[src/rtl/control_sequencer.sv]
// Hard-wired control sequencer: fetch (T0-T2), decode/execute (T3-T6) with a halt state.
// Optional MEM_WAIT_EN adds a mem_ready input that stretches T1 until the memory read completes.
module control_sequencer (
  input  logic        clock,
  input  logic        reset,
  input  logic        stop,
  input  logic [31:0] ir,
`ifdef MEM_WAIT_EN
  input  logic        mem_ready,
`endif
  output logic [19:0] ctrl,
  output logic [4:0]  alu_op,
  output logic        run,
  output logic [3:0]  state
);

  typedef enum logic [3:0] {
    S_RST  = 4'd0,
    S_T0   = 4'd1,
    S_T1   = 4'd2,
    S_T2   = 4'd3,
    S_T3   = 4'd4,
    S_T4   = 4'd5,
    S_T5   = 4'd6,
    S_T6   = 4'd7,
    S_HALT = 4'd8
  } state_t;

  localparam int unsigned PCOUT    = 0;
  localparam int unsigned PCIN     = 1;
  localparam int unsigned INCPC    = 2;
  localparam int unsigned MARIN    = 3;
  localparam int unsigned READ     = 4;
  localparam int unsigned MDRIN    = 5;
  localparam int unsigned MDROUT   = 6;
  localparam int unsigned IRIN     = 7;
  localparam int unsigned YIN      = 8;
  localparam int unsigned ZIN      = 9;
  localparam int unsigned ZLOWOUT  = 10;
  localparam int unsigned ZHIGHOUT = 11;
  localparam int unsigned GRA      = 12;
  localparam int unsigned GRB      = 13;
  localparam int unsigned GRC      = 14;
  localparam int unsigned RIN      = 15;
  localparam int unsigned ROUT     = 16;
  localparam int unsigned COUT     = 17;
  localparam int unsigned HIIN     = 18;
  localparam int unsigned LOIN     = 19;

  state_t      cur, nxt;
  logic        halt_pend;
  logic [4:0]  opcode;
  logic        is_bin, is_imm, is_muldiv, is_unary, is_halt, is_alu;
  logic        unused_ir;

  assign opcode    = ir[31:27];
  // Register fields are consumed by the datapath, not by the sequencer.
  assign unused_ir = ^ir[26:0];

  always_comb begin
    is_bin    = 1'b0;
    is_imm    = 1'b0;
    is_muldiv = 1'b0;
    is_unary  = 1'b0;
    is_halt   = 1'b0;
    case (opcode)
      5'b00011, 5'b00100, 5'b00101, 5'b00110, 5'b00111,
      5'b01000, 5'b01001, 5'b01010, 5'b01011: is_bin    = 1'b1;
      5'b01100, 5'b01101, 5'b01110:           is_imm    = 1'b1;
      5'b01111, 5'b10000:                     is_muldiv = 1'b1;
      5'b10001, 5'b10010:                     is_unary  = 1'b1;
      5'b11011:                               is_halt   = 1'b1;
      default: ;
    endcase
  end

  assign is_alu = is_bin | is_imm | is_muldiv | is_unary;

  always_comb begin
    nxt = cur;
    case (cur)
      S_RST: nxt = S_T0;
      S_T0:  nxt = S_T1;
`ifdef MEM_WAIT_EN
      S_T1:  nxt = mem_ready ? S_T2 : S_T1;
`else
      S_T1:  nxt = S_T2;
`endif
      S_T2:  nxt = S_T3;
      S_T3: begin
        if (is_halt)     nxt = S_HALT;
        else if (is_alu) nxt = S_T4;
        else             nxt = S_T0;
      end
      S_T4:  nxt = S_T5;
      S_T5:  nxt = is_muldiv ? S_T6 : S_T0;
      S_T6:  nxt = S_T0;
      S_HALT: nxt = S_HALT;
      default: nxt = S_RST;
    endcase
    // Halt requests take effect only at an instruction boundary.
    if (nxt == S_T0 && (halt_pend || stop))
      nxt = S_HALT;
  end

  always_ff @(posedge clock) begin
    if (!reset) begin
      cur       <= S_RST;
      halt_pend <= 1'b0;
    end else begin
      cur       <= nxt;
      halt_pend <= (nxt == S_HALT) ? 1'b0 : (halt_pend | stop);
    end
  end

  always_comb begin
    ctrl   = '0;
    alu_op = '0;
    case (cur)
      S_T0: begin
        ctrl[PCOUT] = 1'b1;
        ctrl[MARIN] = 1'b1;
        ctrl[INCPC] = 1'b1;
        ctrl[ZIN]   = 1'b1;
      end
      S_T1: begin
        ctrl[ZLOWOUT] = 1'b1;
        ctrl[PCIN]    = 1'b1;
        ctrl[READ]    = 1'b1;
        ctrl[MDRIN]   = 1'b1;
      end
      S_T2: begin
        ctrl[MDROUT] = 1'b1;
        ctrl[IRIN]   = 1'b1;
      end
      S_T3: begin
        if (is_bin || is_imm) begin
          ctrl[GRB]  = 1'b1;
          ctrl[ROUT] = 1'b1;
          ctrl[YIN]  = 1'b1;
        end else if (is_muldiv) begin
          ctrl[GRA]  = 1'b1;
          ctrl[ROUT] = 1'b1;
          ctrl[YIN]  = 1'b1;
        end
      end
      S_T4: begin
        alu_op    = opcode;
        ctrl[ZIN] = 1'b1;
        if (is_bin) begin
          ctrl[GRC]  = 1'b1;
          ctrl[ROUT] = 1'b1;
        end else if (is_imm) begin
          ctrl[COUT] = 1'b1;
        end else begin
          ctrl[GRB]  = 1'b1;
          ctrl[ROUT] = 1'b1;
        end
      end
      S_T5: begin
        ctrl[ZLOWOUT] = 1'b1;
        if (is_muldiv) begin
          ctrl[LOIN] = 1'b1;
        end else begin
          ctrl[GRA] = 1'b1;
          ctrl[RIN] = 1'b1;
        end
      end
      S_T6: begin
        ctrl[ZHIGHOUT] = 1'b1;
        ctrl[HIIN]     = 1'b1;
      end
      default: ;
    endcase
  end

  assign run   = (cur != S_RST) && (cur != S_HALT);
  assign state = cur;

endmodule

[config.mk]
export PLATFORM = sky130hd
export DESIGN_NAME = control_sequencer
export DESIGN_NICKNAME = d
export VERILOG_FILES = /design/src/rtl/control_sequencer.sv
export SDC_FILE = /design/constraint.sdc
export NUM_CORES = 1
export LEC_CHECK = 0
export ABC_AREA = 1
export BUFFER_PORTS_ARGS = -buffer_cell sky130_fd_sc_hd__buf_2
export CELL_PAD_IN_SITES_DETAIL_PLACEMENT = 0
export CELL_PAD_IN_SITES_GLOBAL_PLACEMENT = 1
export CORE_ASPECT_RATIO = 0.7
export CORE_UTILIZATION = 16
export DETAILED_ROUTE_END_ITERATION = 6
export PLACE_DENSITY = 0.75
export SYNTH_ARGS = -nofsm -noshare
export SYNTH_HDL_FRONTEND = slang
export SYNTH_SLANG_ARGS = --single-unit
[constraint.sdc]
create_clock -name clock -period 1.1 [get_ports clock]
set_input_delay 0.055 -clock clock [delete_from_list [all_inputs] [get_ports clock]]
set_output_delay 0.055 -clock clock [all_outputs]
set_load 0.05 [all_outputs]
==> results of run 1 <==
[routing by layer]
metal | up-vias | part of all wire (%) | GRT usage, % | wire length (um)
met5 | - | 0 | 0 | 0
met4 | 0 | 1.8 | 2.00 | 40
met3 | 5 | 4.0 | 2.45 | 91
met2 | 22 | 53 | 22.5 | 1200
met1 | 386 | 41 | 13.9 | 916
li1 | 445 | - | - | -
[tightest hold or removal path: stages]
cell and delay, ns:
buf_2 0.10, nand2_1 0.06, inv_1 0.04
[through the flow]
step / std cells / setup TNS, ns
2_1_floorplan: 100 / -6.98
6_report: 211 / -7.14
5_1_grt: 211 / -9.02
3_3_place_gp: 195 / -2.69
3_5_place_dp: 195 / -3.06
4_1_cts: 205 / -6.51
[Yosys cell counts]
master / count
nand2_1: 25
or2_2: 2
nor2_1: 25
nor3_1: 1
o21ai_0: 2
dfxtp_1: 5
nor2_4: 1
a21oi_1: 4
buf_4: 6
o21ai_2: 1
a21o_1: 1
nand3_1: 7
inv_1: 17
nand2_2: 2
a31o_2: 1
[flip-flops by register name (all words and copies together), names as in the netlist]
| register | flops |
|---|---|
| halt_pend | 1 |
| state | 4 |
[worst paths after layout]
| check | start | end | slack, ns | depth (start not counted) |
|---|---|---|---|---|
| min reg2reg | halt_pend | halt_pend | 0.56 | 3 |
| max | state[0] | ctrl[16] | -0.33 | 7 |
| min | reset | state[1] | 0.06 | 3 |
| max reg2reg | state[0] | state[0] | -0.32 | 11 |
[layout make-up]
type	instances	area [um^2]	share of cell area, %
well taps	38	47.5	2.95
inverters	17	78.8	4.89
repair buffers	75	778	48.3
multi-input cells	72	548	34.0
clock buffers	4	45.0	2.79
flip-flops and latches	5	115	7.14
[power by group through the flow]
stage               Clock, mW  Combinational [mW]  Sequential [mW]
floorplan                   0                1.36            0.561
global placement            0                2.11            0.346
detailed placement          0                2.12            0.349
CTS                     0.343                2.61            0.371
global route            0.361                2.90            0.395
finish                  0.333                2.76            0.382
[logic make-up after synthesis]
kind of cell,after synthesis,share of synthesized area [%]
and+or+nand+nor,63,50.0
buffers and inverters,23,20.6
AOI/OAI and AO/OA,9,10.4
DFF,5,19.0
[what timing repair did]
item | 4_1_cts | 5_1_grt
cloned | 0 | 0
endpoints found under the setup margin | 31 | 31
buffers inserted | 6 | 6
pin swaps | 8 | 8
resized for setup | 81 | 20
==> results.tsv, run 1 <==
stage	metric	value	unit
placed_design	pre-CTS WS	-0.227	ns
critical_path	critical-path cell list	inv_4 -> nand2_4 -> nor2_4 -> nand2_4 -> nand2_4 -> a31o_4 -> buf_8	
finish	most frequent cells in the layout	buf_6, buf_4, nand2_1, buf_8, nor2_4	
floorplan	Die Height	50.1	um
logic_synthesis	synthesized flop and latch total	5	
clock_tree	TritonCTS Sinks	5	
grt	first-pass GRT wire length	3.37	mm
grt	largest net degree at the start of global routing	11	
critical_path	max incr delay on CP	0.36	ns
critical_path	Most common cell on crit path	nand2_4	
placed_design	RePlAce Congestion	0.828	
detailed_routing	Pre-Repair DR Iteration Count	6	
floorplan	Rows	17	
clock_tree	CTS tree	built	
floorplan	CORE AREA	3150	um^2
floorplan	I/O pin count	65	
critical_path	Arr. time, crit path	1.38	ns
finish	Fill cells	279	
placed_design	Cell Area, Placed	1130	um^2
logic_synthesis	Synth area leader	dfxtp_1	
power_and_ir_drop	NetSw	1.77	mW
power_and_ir_drop	Power, Total	3.48	mW
detailed_routing	via count	858	
detailed_routing	wire length per cell	10.7	um
critical_path	sum of buffers and inverters on the critical path	2	
logic_synthesis	Post-Syn Area per Cell	5.28	um^2
critical_path	CP delay by family, top	simple AND/OR/NAND/NOR gates	
finish	Area Overhead vs Synth	205	%
clock_tree	clk root buf	clkbuf_8	
power_and_ir_drop	clock power share	9.6	%
power_and_ir_drop	Pint	1.71	mW
logic_synthesis	post-synthesis cell area	528	um^2
detailed_routing	vias per cell	4.07	
critical_path	worst-path fanout max	4	
worst_hold_path	Hold Crit Class	in2reg	
logic_synthesis	register area share after synthesis	19.0	%
finish	# diodes	0	
grt	gr usage total	11.8	%
logic_synthesis	Mapped Cells	100	
critical_path	CP max-delay cell	dfxtp_4	
detailed_routing	# DRC	9	
floorplan	DIE AREA	3540	um^2
timing	Slew @ Worst Pin	0.240	ns
timing	setup ws final	-0.332	ns
timing	Fmax	0.698	GHz
clock_tree	clock transition at the registers of the reported paths	0.04	ns
grt	GRT overflow	0	
logic_synthesis	cell types occupying the most area after synthesis	dfxtp_1, nand2_1, nor2_1	
timing	Max Slew Vio Count	0	
timing	RSZ-0062 raised after global routing	true	
clock_tree	clock latency on the worst-skew pair	0.22	ns
finish	fin nets	209	
finish	share of cells above drive strength 1	72.8	%
clock_tree	clk buf depth	2	
timing	Final min period	1.43	ns
placed_design	post-DP HPWL	1.56	mm
logic_synthesis	syn nets	135	
timing	WHS	0.0621	ns
clock_tree	number of H-tree levels	1	
power_and_ir_drop	sw frac	51.0	%
power_and_ir_drop	worst vdd ir	1.00	mV
clock_tree	CTS Hold Bufs	0	
finish	final instance area	1610	um^2
floorplan	Chip Width	70.7	um
critical_path	critical path class	reg2out	
logic_synthesis	Synth warnings	0	
run	max-cap violations	0	
clock_tree	cts bufs inserted	3	
detailed_routing	Antenna Nets Post-Route	0	
logic_synthesis	area share of the leading cell type in the synthesized netlist	19.0	%
critical_path	CP Launch Type	flop	
status	failing checks	design-rule violations, negative setup slack	
floorplan	Starting Density	16.8	%
logic_synthesis	Yosys cell types	15	
finish	commonest non-fill, non-tap cell in the layout	buf_6	
power_and_ir_drop	Leak	0.808	nW
timing	skew final	0.00207	ns
detailed_routing	total wire length	2.25	mm
timing	count of final hold-check violations	0	
timing	Slew HR	84.0	%
power_and_ir_drop	pwr/cell area	2160	nW/um^2
timing	Final Cycle Share	130	%
timing	Finish-stage setup viols	31	
grt	vias in the first global route	796	
power_and_ir_drop	Gate power share	79.4	%
status	outcome	finished, violations left	
critical_path	WP data required	1.04	ns
critical_path	Worst setup EP type	output port	
finish	post-layout util	51.2	%
placed_design	PortBufs	37	
power_and_ir_drop	register share of total power	11.0	%
grt	initial antenna violation count	0	
detailed_routing	Initial DRC Count	36	
Note: power is estimated with default switching activity, not from simulation.
==> run 2: changes to the inputs <==
Settings changed: CTS_BUF_LIST from default to sky130_fd_sc_hd__clkbuf_8.
==> run 2 against run 1 <==
- the flow still finishes with violations (design-rule violations, negative setup slack)
- sequential power is essentially flat
- largest power group unchanged
- combinational power grew 3%
- count of clock-buffer cells in the layout is 1 lower
- clock skew barely moved
- total power grew 1.8%
- global-route usage is the same
- first-iteration DRC count increased by 8.3%
- register-to-register slack about the same
- setup slack improved by 0.012 ns
- cell area down 1.7%
- sequential share of layout area is 0.12 points higher
==> results.tsv, run 2 (same netlist as run 1, synthesis figures left out) <==
stage	metric	value	unit
status	outcome	finished, violations left	
status	failing checks	design-rule violations, negative setup slack	
run	max-cap violations	0	
detailed_routing	Pre-Repair DR Iteration Count	5	
timing	count of final hold-check violations	0	
clock_tree	CTS Hold Bufs	0	
critical_path	Arr. time, crit path	1.36	ns
placed_design	placed cell count	195	
critical_path	CP max-delay cell	dfxtp_4	
critical_path	critical path class	reg2out	
grt	initial antenna violation count	0	
timing	Slew @ Worst Pin	0.246	ns
grt	first-pass GRT wire length	3.37	mm
detailed_routing	total wire length	2.23	mm
critical_path	CP delay by family, top	simple AND/OR/NAND/NOR gates	
grt	largest net degree at the start of global routing	11	
placed_design	PortBufs	37	
critical_path	critical-path cell list	inv_4 -> nand2_4 -> nor2_4 -> nand2_4 -> nor2_4 -> buf_6	
grt	vias in the first global route	796	
finish	commonest non-fill, non-tap cell in the layout	buf_6	
power_and_ir_drop	Power, Total	3.54	mW
finish	non-filler instance count after layout	207	
timing	Max Slew Vio Count	0	
power_and_ir_drop	register share of total power	10.8	%
critical_path	RR Endpoint	state[0]	
placed_design	RePlAce Congestion	0.828	
worst_hold_path	hold path start	reset	
finish	Area Overhead vs Synth	200	%
floorplan	DIE AREA	3540	um^2
detailed_routing	Antenna Nets Post-Route	0	
floorplan	Chip Width	70.7	um
critical_path	Critical Path Start	state[1]	
finish	max reg flops	4	
clock_tree	CTS tree	built	
worst_hold_path	Worst Hold End	state[1]	
power_and_ir_drop	Leak	0.795	nW
detailed_routing	wire length per cell	10.8	um
clock_tree	clk buf depth	2	
timing	skew final	0.00162	ns
power_and_ir_drop	worst vdd ir	1.06	mV
power_and_ir_drop	Pint	1.72	mW
floorplan	Starting Density	16.8	%
floorplan	I/O pin count	65	
critical_path	Worst setup EP type	output port	
timing	Finish-stage setup viols	31	
finish	final instance area	1590	um^2
detailed_routing	# DRC	9	
timing	Fmax	0.704	GHz
finish	most frequent cells in the layout	buf_6, buf_4, buf_8, nand2_1, nor2_4	
detailed_routing	Initial DRC Count	39	
finish	fin nets	205	
clock_tree	clk root buf	clkbuf_8	
floorplan	Die Height	50.1	um
timing	RSZ-0062 raised after global routing	true	
critical_path	RR Startpoint	state[0]	
power_and_ir_drop	clock power share	9.2	%
timing	Final min period	1.42	ns
placed_design	post-DP HPWL	1.56	mm
critical_path	worst-path fanout max	5	
power_and_ir_drop	sw frac	51.4	%
timing	Slew HR	83.6	%
worst_hold_path	hold depth	3	
grt	GRT overflow	0	
finish	share of cells above drive strength 1	73.4	%
power_and_ir_drop	Gate power share	80.0	%
placed_design	pre-CTS WS	-0.227	ns
critical_path	max incr delay on CP	0.35	ns
detailed_routing	via count	844	
floorplan	Rows	17	
grt	gr usage total	11.8	%
critical_path	R2R Setup Slk	-0.32	ns
critical_path	CP Launch Type	flop	
placed_design	Cell Area, Placed	1130	um^2
critical_path	Reg2Reg Depth	11	
finish	# diodes	0	
clock_tree	number of H-tree levels	1	
clock_tree	TritonCTS Sinks	5	
timing	Final TNS setup	-7.45	ns
worst_hold_path	Hold Crit Class	in2reg	
detailed_routing	vias per cell	4.08	
power_and_ir_drop	NetSw	1.82	mW
clock_tree	clock latency on the worst-skew pair	0.22	ns
clock_tree	cts bufs inserted	3	
timing	setup ws final	-0.320	ns
timing	Final Cycle Share	129	%
floorplan	CORE AREA	3150	um^2
power_and_ir_drop	pwr/cell area	2230	nW/um^2
critical_path	WP data required	1.04	ns
critical_path	sum of buffers and inverters on the critical path	2	
clock_tree	clock transition at the registers of the reported paths	0.03	ns
run 2: changes by cell type in the layout (fill, tap and decap cells not counted), sizes merged:
cell / previous run / this run
buf: 75 / 70
inv: 15 / 16
nand2: 27 / 28
clkbuf: 4 / 3
run 2: worst register-to-register path, cell delays in order (launching register included):
cell and delay [ns]:
dfxtp_4 0.36, inv_4 0.08, nand2_4 0.06, nor2_4 0.21, buf_6 0.13, o21ai_2 0.04, nand2_1 0.07, nand3_1 0.07
nor2_1 0.09, nand2_1 0.09, nand2_1 0.08, nor2_1 0.04
run 2: through the flow:
stage / hold slack, ns / utilization, %
floorplan: 0.152 / -
global placement: 0.273 / 35.8
detailed placement: 0.283 / 35.8
CTS: 0.0555 / 47.1
global route: 0.0719 / 50.4
finish: 0.0645 / 50.4
run 2: layout make-up:
class / count / area, um^2
inverter: 17 / 78.8
multi-input combinational: 73 / 574
fill: 284 / 1560
clock inverter: 1 / 3.75
timing repair buffer: 70 / 724
clock buffer: 3 / 41.3
tap: 38 / 47.5
sequential: 5 / 115
run 2: layer usage:
metal  share of wire (%)  global-route usage (%)  vias up  wire (um)
met1                  40                    13.9      381        898
met5                   0                       0        -          0
met3                 3.5                    2.45        4         78
li1                    -                       -      440          -
met2                  55                    22.5       19       1230
met4                 1.1                    2.00        0         25
run 2: worst max path at each step:
stage,end,cells past startpoint
3_3_place_gp,halt_pend,10
2_1_floorplan,ctrl[13],5
3_5_place_dp,halt_pend,10
5_1_grt,halt_pend,11
4_1_cts,state[0],11
6_report,alu_op[3],6
run 2: what timing repair did:
item / CTS / global route
buffers inserted: 6 / 1
pin swaps: 8 / 8
setup endpoints to repair: 31 / 31
cloned: 0 / 1
resized for setup: 81 / 23
run 2: power by group through the flow:
stage	Sequential (mW)	Clock, mW	Combinational (mW)
floorplan	0.561	0	1.36
global placement	0.346	0	2.11
detailed placement	0.349	0	2.12
CTS	0.371	0.335	2.61
global route	0.395	0.352	2.96
finish	0.383	0.326	2.83
